### src/rtl/hazard_ctrl_pkg.sv
// Shared types and constants for the pipeline hazard controller.
// No logic; no latency.
// Imported by hazard_ctrl and fwd_unit.
package hazard_ctrl_pkg;

  // RUN: normal issue; MC_WAIT: holding a multi-cycle op in EX
  typedef enum logic {
    RUN     = 1'b0,
    MC_WAIT = 1'b1
  } state_t;

  localparam logic [1:0] FWD_RF  = 2'b00;
  localparam logic [1:0] FWD_WB  = 2'b01;
  localparam logic [1:0] FWD_MEM = 2'b10;

endpackage

### src/rtl/hazard_ctrl_fwd_unit.sv
// Operand bypass select for one EX source register.
// Purely combinational, zero latency.
// No backpressure; MEM result wins over WB when both match.
module fwd_unit
  import hazard_ctrl_pkg::*;
(
  input  logic [4:0] rs_E,
  input  logic [4:0] rd_M,
  input  logic       we_M,
  input  logic [4:0] rd_W,
  input  logic       we_W,
  output logic [1:0] fwd
);

  // Youngest producer first; x0 is never forwarded
  always_comb begin
    fwd = FWD_RF;
    if (we_M && (rd_M != 5'd0) && (rd_M == rs_E)) begin
      fwd = FWD_MEM;
    end else if (we_W && (rd_W != 5'd0) && (rd_W == rs_E)) begin
      fwd = FWD_WB;
    end
  end

endmodule

### src/rtl/hazard_ctrl.sv
// Pipeline hazard control: forwarding, load-use stall, redirect flush, multi-cycle EX hold.
// Stall/flush/forward are same-cycle combinational; mc_last follows the final stall by one cycle.
// Stalls F/D (and E for multi-cycle ops); every output is held at 0 while rst_n is low.
module hazard_ctrl
  import hazard_ctrl_pkg::*;
#(
  parameter int MC_W  = 5,
  parameter int CNT_W = 16
) (
  input  logic             clk,
  input  logic             rst_n,
  input  logic [4:0]       rs1_D,
  input  logic [4:0]       rs2_D,
  input  logic [4:0]       rs1_E,
  input  logic [4:0]       rs2_E,
  input  logic [4:0]       rd_E,
  input  logic             write_enable_RF_E,
  input  logic             write_back_E,
  input  logic [4:0]       rd_M,
  input  logic [4:0]       rd_W,
  input  logic             write_enable_RF_M,
  input  logic             write_enable_RF_W,
  input  logic             mispredict_E,
  input  logic             mc_start_E,
  input  logic [MC_W-1:0]  mc_cycles_E,
  output logic             StallF,
  output logic             StallD,
  output logic             StallE,
  output logic             FlushD,
  output logic             FlushE,
  output logic             FlushM,
  output logic [1:0]       forwardA_E,
  output logic [1:0]       forwardB_E,
  output logic             mc_last,
  output logic [CNT_W-1:0] stall_cnt
);

  state_t          state;
  logic [MC_W-1:0] cnt;
  logic            mc_done;   // op finishes EX this cycle after its stall window
  logic [1:0]      fwd_a;
  logic [1:0]      fwd_b;
  logic            load_use;
  logic            mc_req;
  logic            mc_multi;
  logic            mc_single;

  fwd_unit u_fwd_a (
    .rs_E (rs1_E),
    .rd_M (rd_M),
    .we_M (write_enable_RF_M),
    .rd_W (rd_W),
    .we_W (write_enable_RF_W),
    .fwd  (fwd_a)
  );

  fwd_unit u_fwd_b (
    .rs_E (rs2_E),
    .rd_M (rd_M),
    .we_M (write_enable_RF_M),
    .rd_W (rd_W),
    .we_W (write_enable_RF_W),
    .fwd  (fwd_b)
  );

  // Hazard detection; a multi-cycle op still in EX on its final cycle must not restart
  always_comb begin
    load_use  = write_back_E && write_enable_RF_E && (rd_E != 5'd0) &&
                ((rd_E == rs1_D) || (rd_E == rs2_D));
    mc_req    = mc_start_E && !mc_done;
    mc_multi  = mc_req && (mc_cycles_E >= MC_W'(2));
    mc_single = mc_req && (mc_cycles_E <= MC_W'(1));
  end

  // Stall/flush/forward decode, forced low during reset
  always_comb begin
    StallF     = 1'b0;
    StallD     = 1'b0;
    StallE     = 1'b0;
    FlushD     = 1'b0;
    FlushE     = 1'b0;
    FlushM     = 1'b0;
    mc_last    = 1'b0;
    forwardA_E = FWD_RF;
    forwardB_E = FWD_RF;
    if (rst_n) begin
      forwardA_E = fwd_a;
      forwardB_E = fwd_b;
      if (state == MC_WAIT) begin
        StallF = 1'b1;
        StallD = 1'b1;
        StallE = 1'b1;
        FlushM = 1'b1;
      end else begin
        mc_last = mc_done || (!mispredict_E && mc_single);
        if (mispredict_E) begin
          FlushD = 1'b1;
          FlushE = 1'b1;
        end else if (mc_multi) begin
          StallF = 1'b1;
          StallD = 1'b1;
          StallE = 1'b1;
          FlushM = 1'b1;
        end else if (load_use) begin
          StallF = 1'b1;
          StallD = 1'b1;
          FlushE = 1'b1;
        end
      end
    end
  end

  // Multi-cycle FSM: cnt holds the stall cycles still owed after the current one
  always_ff @(posedge clk or negedge rst_n) begin
    if (!rst_n) begin
      state   <= RUN;
      cnt     <= '0;
      mc_done <= 1'b0;
    end else begin
      mc_done <= 1'b0;
      case (state)
        RUN: begin
          if (!mispredict_E && mc_multi) begin
            if (mc_cycles_E > MC_W'(2)) begin
              state <= MC_WAIT;
              cnt   <= mc_cycles_E - MC_W'(2);
            end else begin
              mc_done <= 1'b1;
            end
          end
        end
        MC_WAIT: begin
          cnt <= cnt - MC_W'(1);
          if (cnt == MC_W'(1)) begin
            state   <= RUN;
            mc_done <= 1'b1;
          end
        end
        default: state <= RUN;
      endcase
    end
  end

  // Saturating count of fetch-stall cycles
  always_ff @(posedge clk or negedge rst_n) begin
    if (!rst_n) begin
      stall_cnt <= '0;
    end else if (StallF && (stall_cnt != {CNT_W{1'b1}})) begin
      stall_cnt <= stall_cnt + CNT_W'(1);
    end
  end

endmodule

### config.mk
export PLATFORM = sky130hd
export DESIGN_NAME = hazard_ctrl
export DESIGN_NICKNAME = d
export VERILOG_FILES = /design/src/rtl/hazard_ctrl_pkg.sv /design/src/rtl/hazard_ctrl_fwd_unit.sv /design/src/rtl/hazard_ctrl.sv
export SDC_FILE = /design/constraint.sdc
export NUM_CORES = 1
export LEC_CHECK = 0
export ABC_AREA = 0
export CAP_MARGIN = 20
export CORE_ASPECT_RATIO = 2
export CORE_MARGIN = 2
export CORE_UTILIZATION = 47
export DETAILED_ROUTE_END_ITERATION = 10
export GPL_TIMING_DRIVEN = 0
export PLACE_DENSITY = 0.87
export SKIP_LAST_GASP = 1
export SYNTH_ARGS = -nofsm -noshare
export SYNTH_HDL_FRONTEND = slang
export SYNTH_SLANG_ARGS = --single-unit
export TNS_END_PERCENT = 20
### constraint.sdc
create_clock -name clk -period 5 [get_ports clk]
set_input_delay 1 -clock clk [delete_from_list [all_inputs] [get_ports clk]]
set_output_delay 1 -clock clk [all_outputs]
set_load 0.05 [all_outputs]
==> impl_metrics.csv <==
group,metric,value,unit
worst_setup_path,cp_max_fo,11,
timing,period_share,0.955,
timing,fin_skew,0.00395,ns
logic_synthesis,synth_edf_count,0,
route,vias,1682,
cells_and_area,fin_cells,322,
route,wl_met3,317,um
clock_tree,ctsResizeCount,0,
logic_synthesis,ys_seq_elements,23,
worst_setup_path,crit_arrival,3.77,ns
worst_setup_path,path_class,"primary input to primary output",
place,dp.cells,318,
timing,slew_headroom,0.620,
grt,grtUsageTotal,0.217,
clock_tree,clk_pin_slew_worst_paths,0.08,ns
grt,antenna_found_initial,0,
pwr,powerDensity,325,nW/um^2
clock_tree,htreeDepth,1,
logic_synthesis,synthArstFlopShare,1.00,
logic_synthesis,synth_area,1810,um^2
clock_tree,clock_path_buffers,2,
grt,grt_overflow,0,
pwr,vdd_drop_max,329,uV
floorplanning,start_util,0.482,
cells_and_area,antenna_cells,0,
timing,layout_setup_ws,0.226,ns
clock_tree,ctsHoldBuffers,0,
route,ant_nets,0,
cells_and_area,fill_cells,309,
worst_setup_path,crit_required,4.00,ns
timing,hold_violations,0,
min_path,hold_end,"stall_cnt[5]",
run_status,run_status,"complete, no violations",
logic_synthesis,syn_area_per_cell,9.45,um^2
clock_tree,clock_latency,0.26,ns
route,first_pass_iters,4,
cells_and_area,final_nets,324,
min_path,whs_path_depth,1,
logic_synthesis,synth_top_flop_cell,"dfrtp_1",
job,drv_cap,0,
cells_and_area,multi_input_area,1150,um^2
place,place_ws,0.207,ns
logic_synthesis,synth_seq_area_share,0.317,
floorplanning,rows,32,
timing,setup_viol,0,
clock_tree,cts_tree,"built",
clock_tree,cts_root_buf,"clkbuf_8",
grt,grt_pass1_wl,7270,um
floorplanning,core_area,3760,um^2
place,routabilityCongestion,0.834,
timing,rsz0062_at_grt,"false",
logic_synthesis,synthCells,192,
floorplanning,die_w,47.9,um
route,viasPerCell,5.22,
place,place_hpwl,3600,um
grt,grt_pass1_vias,1725,
clock_tree,postCtsSetupRepairBufs,0,
clock_tree,cts_buffers,3,
min_path,worstHoldStart,"stall_cnt[5]",
route,route.met2.wl,2310,um
place,port_buffers,74,
cells_and_area,area_growth,48.4,%
logic_synthesis,synth_nets,244,
worst_setup_path,start_kind,"primary input",
floorplanning,dieArea,4400,um^2
cells_and_area,postLayoutCoreUtil,0.715,
timing,worst_slew_pin_slew,0.568,ns
route,wl_per_cell,13.8,um
route,drc,0,
worst_setup_path,timing.rr.end,"stall_cnt[1]",
worst_setup_path,cp-end-kind,"primary output",
pwr,total_power,0.000875,W
route,wl_met1,1770,um
logic_synthesis,ys_types,43,
route,drtIter0Drc,24,
floorplanning,die_y,91.9,um
cells_and_area,final-seq-area,576,um^2
timing,fmax,209,MHz
timing,report.final.slew_viol_count,0,
clock_tree,cts_sinks,23,
cells_and_area,drive_above_1_share,0.0996,
grt,grt_max_degree,21,
worst_setup_path,r2r.worst_path.cells,7,
worst_setup_path,r2r_setup_slack,2.93,ns
route,top_layer,"met4",
timing,finalCriticalPeriod,4.77,ns
logic_synthesis,yosys_warnings,0,
min_path,min_path_type,"flip-flop to flip-flop",
pwr,leakagePower,1.08,nW
worst_setup_path,r2r-start,"stall_cnt[0]",
floorplanning,io_pins,75,
route,wirelength,4440,um
-- where the power goes --
| part | switching [W] | internal (W) | total [W] |
|---|---|---|---|
| combinational | 0.000273 | 0.000195 | 0.000468 |
| sequential | 0.0000540 | 0.000238 | 0.000292 |
| clock | 0.0000589 | 0.0000556 | 0.000114 |
| total | 0.000386 | 0.000489 | 0.000875 |
-- cells in the mapped netlist, drive strengths merged, types with 3 or more instances --
master,n,share of area
inv,8,0.017
nor3,6,0.019
or4,5,0.021
nand4,4,0.021
xor2,27,0.13
o21ai,5,0.014
nand2,7,0.017
a21oi,5,0.014
nor2,15,0.031
ha,4,0.028
nand3,13,0.058
xnor2,22,0.11
mux2,3,0.019
nor4,5,0.017
and3,9,0.034
buf,7,0.032
dfrtp,23,0.32
and2,3,0.010
-- cell type report --
type | instances | share of cell area
Buffer | 8 | 0.0228
Clock buffer | 3 | 0.0153
Clock inverter | 1 | 0.00186
Inverter | 8 | 0.0112
Multi-Input combinational cell | 153 | 0.426
Sequential cell | 23 | 0.214
Tap cell | 51 | 0.0237
Timing Repair Buffer | 75 | 0.285
-- per-layer routing --
metal  global-route usage  up-vias
met4               0.0541        0
li1                     -      822
met5                    0        -
met3               0.0551        6
met1                0.265      799
met2                0.361       55
-- sequential cells by signal, summed over array words and instances (netlist names) --
signal / flops
mc_done: 1
state: 1
cnt: 5
stall_cnt: 16
-- cells in the final DEF (no fill, tap or decap), drive strengths merged, types with 3 or more instances in the layout --
master	instances
inv	8
clkdlybuf4s50	74
mux2	3
ha	4
nor2	15
nor4	5
dfrtp	23
buf	8
nand4	4
xnor2	22
and3	9
xor2	27
o21ai	5
nor3	6
nand3	13
and2	3
or4	5
clkbuf	4
a21oi	5
nand2	7
-- worst max-delay path: stages --
cell,delay [ns]
clkdlybuf4s50_1,0.76
inv_1,0.21
o41ai_4,0.65
buf_6,0.25
buf_4,0.12
clkdlybuf4s50_1,0.78
-- cell families (layout without fill, tap and decap cells) --
kind of cell	count (synthesis)	in the layout	share of synthesized area
simple gates	77	77	0.271
xor+xnor	49	49	0.237
flops	23	23	0.317
compound gates	20	20	0.0786
buf+inv	16	95	0.0503
fa+ha+maj	4	4	0.0276
mux	3	3	0.0186
-- through the flow --
stage	TNS, ns	hold slack [ns]	cell area [um^2]
final	0	0.506	2690
after global routing	0	0.522	2690
after CTS	0	0.505	2690
after detailed placement	0	0.489	2650
after global placement	-1.32	0.484	2620
after floorplan	0	0.487	1810
-- how the worst max path moves through the flow --
stage                        from       endpoint  slack, ns  cells past startpoint
after global routing        rst_n         StallF       0.07                      6
after CTS                   rst_n         StallF       0.21                      6
final                       rst_n         StallF       0.23                      6
after floorplan           rd_M[0]  forwardA_E[0]       0.69                      4
after global placement      rst_n         StallF      -0.49                      6
after detailed placement    rst_n         StallF       0.21                      6
No activity file was read; power rests on OpenSTA's default activity.
==> patch: new RTL, same settings <==
Put one more register stage on the output `stall_cnt`, without a reset. The value now appears one clock later. The other outputs are not delayed to match.
--- a/src/rtl/hazard_ctrl.sv
+++ b/src/rtl/hazard_ctrl.sv
@@ -35,4 +35,6 @@
   output logic [CNT_W-1:0] stall_cnt
 );
+
+  logic [CNT_W-1:0] stall_cnt_s0;
 
   state_t          state;
@@ -145,8 +147,12 @@
   always_ff @(posedge clk or negedge rst_n) begin
     if (!rst_n) begin
-      stall_cnt <= '0;
-    end else if (StallF && (stall_cnt != {CNT_W{1'b1}})) begin
-      stall_cnt <= stall_cnt + CNT_W'(1);
+      stall_cnt_s0 <= '0;
+    end else if (StallF && (stall_cnt_s0 != {CNT_W{1'b1}})) begin
+      stall_cnt_s0 <= stall_cnt_s0 + CNT_W'(1);
     end
+  end
+
+  always_ff @(posedge clk) begin
+    stall_cnt <= stall_cnt_s0;
   end
 
Behaviour: not the same (a bounded check fails within 4 cycles, from zero or initial values and one cycle with rst_n low).
==> patch against the original RTL <==
Routed wire length up 13%; synthesized area up 16%; sequential cell count up 16; synthesized cell count up 8.3%; setup slack worse by 0.035 ns; critical path type unchanged; final area up 12%; critical path depth up 2; power up 29%.
==> patch: results (changes against the original RTL) <==
result of the run=complete, no violations (unchanged); GRT Util Overall=0.211 (was 0.217); number of global-route vias before repair=1842 (was 1725); fraction of registers with async set or reset after synthesis=0.590 (was 1.00); H-Tree Level Count=2 (was 1); area of placed instances=0.00293 sq mm (was 0.00265 sq mm); Via density=5.19 (was 5.22); total half-perimeter wirelength after legalization and detailed placement=4.06 mm (was 3.60 mm); distinct cell type count of the synthesized netlist=40 (was 43); cells resized by post-CTS repair=1 (was 0); most frequent cells after synthesis=27 x sky130_fd_sc_hd__xor2_1, 23 x sky130_fd_sc_hd__dfrtp_1, 22 x sky130_fd_sc_hd__xnor2_1, 16 x sky130_fd_sc_hd__dfxtp_1, 16 x sky130_fd_sc_hd__nor2_1 (was 27 x sky130_fd_sc_hd__xor2_1, 23 x sky130_fd_sc_hd__dfrtp_1, 22 x sky130_fd_sc_hd__xnor2_1, 15 x sky130_fd_sc_hd__nor2_1); post-synthesis sequential area ratio=0.427 (was 0.317); largest net degree at the start of global routing=18 (was 21); first-pass GRT wire length=8.09 mm (was 7.27 mm); detailed-route wire length=5.02 mm (was 4.44 mm); leakage power summed over all cells=1.22 nW (was 1.08 nW); arrival time at the worst endpoint=3.81 ns (was 3.77 ns); met2 track demand over resource in global routing=0.419 (was 0.361); Min Hold Slack=0.422 ns (was 0.506 ns); nets=342 (was 324); peak supply drop=0.325 mV (was 0.329 mV); share of cells above drive strength 1=0.107 (was 0.0996); clock skew=0.00802 ns (was 0.00395 ns); later-pin clock latency in the skew report=0.29 ns (was 0.26 ns); syn nets=260 (was 244); worst setup slack for register-to-register paths=2.89 ns (was 2.93 ns); met3 capacity usage during global routing=0.0348 (was 0.0551); fmax=208 MHz (was 209 MHz); cells taking the most area after synthesis=sky130_fd_sc_hd__dfrtp_1 27%, sky130_fd_sc_hd__dfxtp_1 15%, sky130_fd_sc_hd__xor2_1 11% (was sky130_fd_sc_hd__dfrtp_1 32%, sky130_fd_sc_hd__xor2_1 13%, sky130_fd_sc_hd__xnor2_1 11%); Placement Setup Slack=-0.0193 ns (was 0.207 ns); met1 usage in global routing=0.193 (was 0.265)
==> patch: cell types whose count changed after synthesis, moves of 3 or more <==
cell                      before  now
sky130_fd_sc_hd__o21ai_0       1    4
sky130_fd_sc_hd__nand2_1       5    8
sky130_fd_sc_hd__and3_1        8    3
sky130_fd_sc_hd__dfxtp_1       0   16
sky130_fd_sc_hd__o21ai_1       4    1
sky130_fd_sc_hd__mux2_1        3    0
sky130_fd_sc_hd__mux2_2        0    3
sky130_fd_sc_hd__nand4_1       2    7
==> patch: final timing paths <==
| path | startpoint | end | cells after the start |
|---|---|---|---|
| max reg2reg | stall_cnt_s0[7] | stall_cnt_s0[1] | 7 |
| min reg2reg | stall_cnt_s0[9] | stall_cnt[9] | 0 |
| min | stall_cnt_s0[9] | stall_cnt[9] | 0 |
| max | mc_cycles_E[1] | StallF | 8 |
| max in group asynchronous | rst_n | stall_cnt_s0[14] | 2 |
| min in group asynchronous | rst_n | cnt[2] | 1 |
==> patch: routing by layer <==
metal	routed length, microns	vias up
li1	-	880
met1	1760	849
met2	2910	49
met3	204	12
met4	144	0
met5	0	-
==> patch: where the power goes <==
group	internal, mW	switching [mW]	leakage, nW
Clock	0.113	0.101	0.0484
Sequential	0.390	0.0594	0.426
Combinational	0.197	0.271	0.742
Total	0.700	0.432	1.22
==> patch: cell type report <==
class	instances	area, sq um
Multi-Input combinational cell	154	1120
Clock inverter	1	8.76
Fill cell	347	1310
Clock buffer	7	86.3
Buffer	8	55.1
Sequential cell	39	896
Timing Repair Buffer	75	767
Tap cell	54	67.6
Inverter	7	26.3
==> patch: metrics by stage <==
step	utilization	TNS [ns]	total power, mW	cells
2_1_floorplan	-	0	0.752	208
3_3_place_gp	0.670	-1.25	0.905	336
3_5_place_dp	0.676	-0.0193	0.924	337
4_1_cts	0.698	0	1.14	345
5_1_grt	0.698	0	1.20	345
6_report	0.698	0	1.13	345
==> patch: cells by family (layout without fill, tap and decap cells) <==
family | count (synthesis) | count (layout) | share of synthesized area
XOR/XNOR | 49 | 49 | 0.205
AND/OR/NAND/NOR | 78 | 78 | 0.222
AO/OA/AOI/OAI | 20 | 20 | 0.0680
multiplexers | 3 | 3 | 0.0161
adder cells (fa/ha/maj) | 4 | 4 | 0.0239
flip-flops | 39 | 39 | 0.427
buffers and inverters | 15 | 98 | 0.0388
==> patch: worst register-to-register path, delay by kind of cell (launching register included) <==
| kind | cells | cell delay, ns |
|---|---|---|
| AND/OR/NAND/NOR | 5 | 1.10 |
| flip-flops | 1 | 0.41 |
| multiplexers | 1 | 0.33 |
| buffers and inverters | 1 | 0.17 |
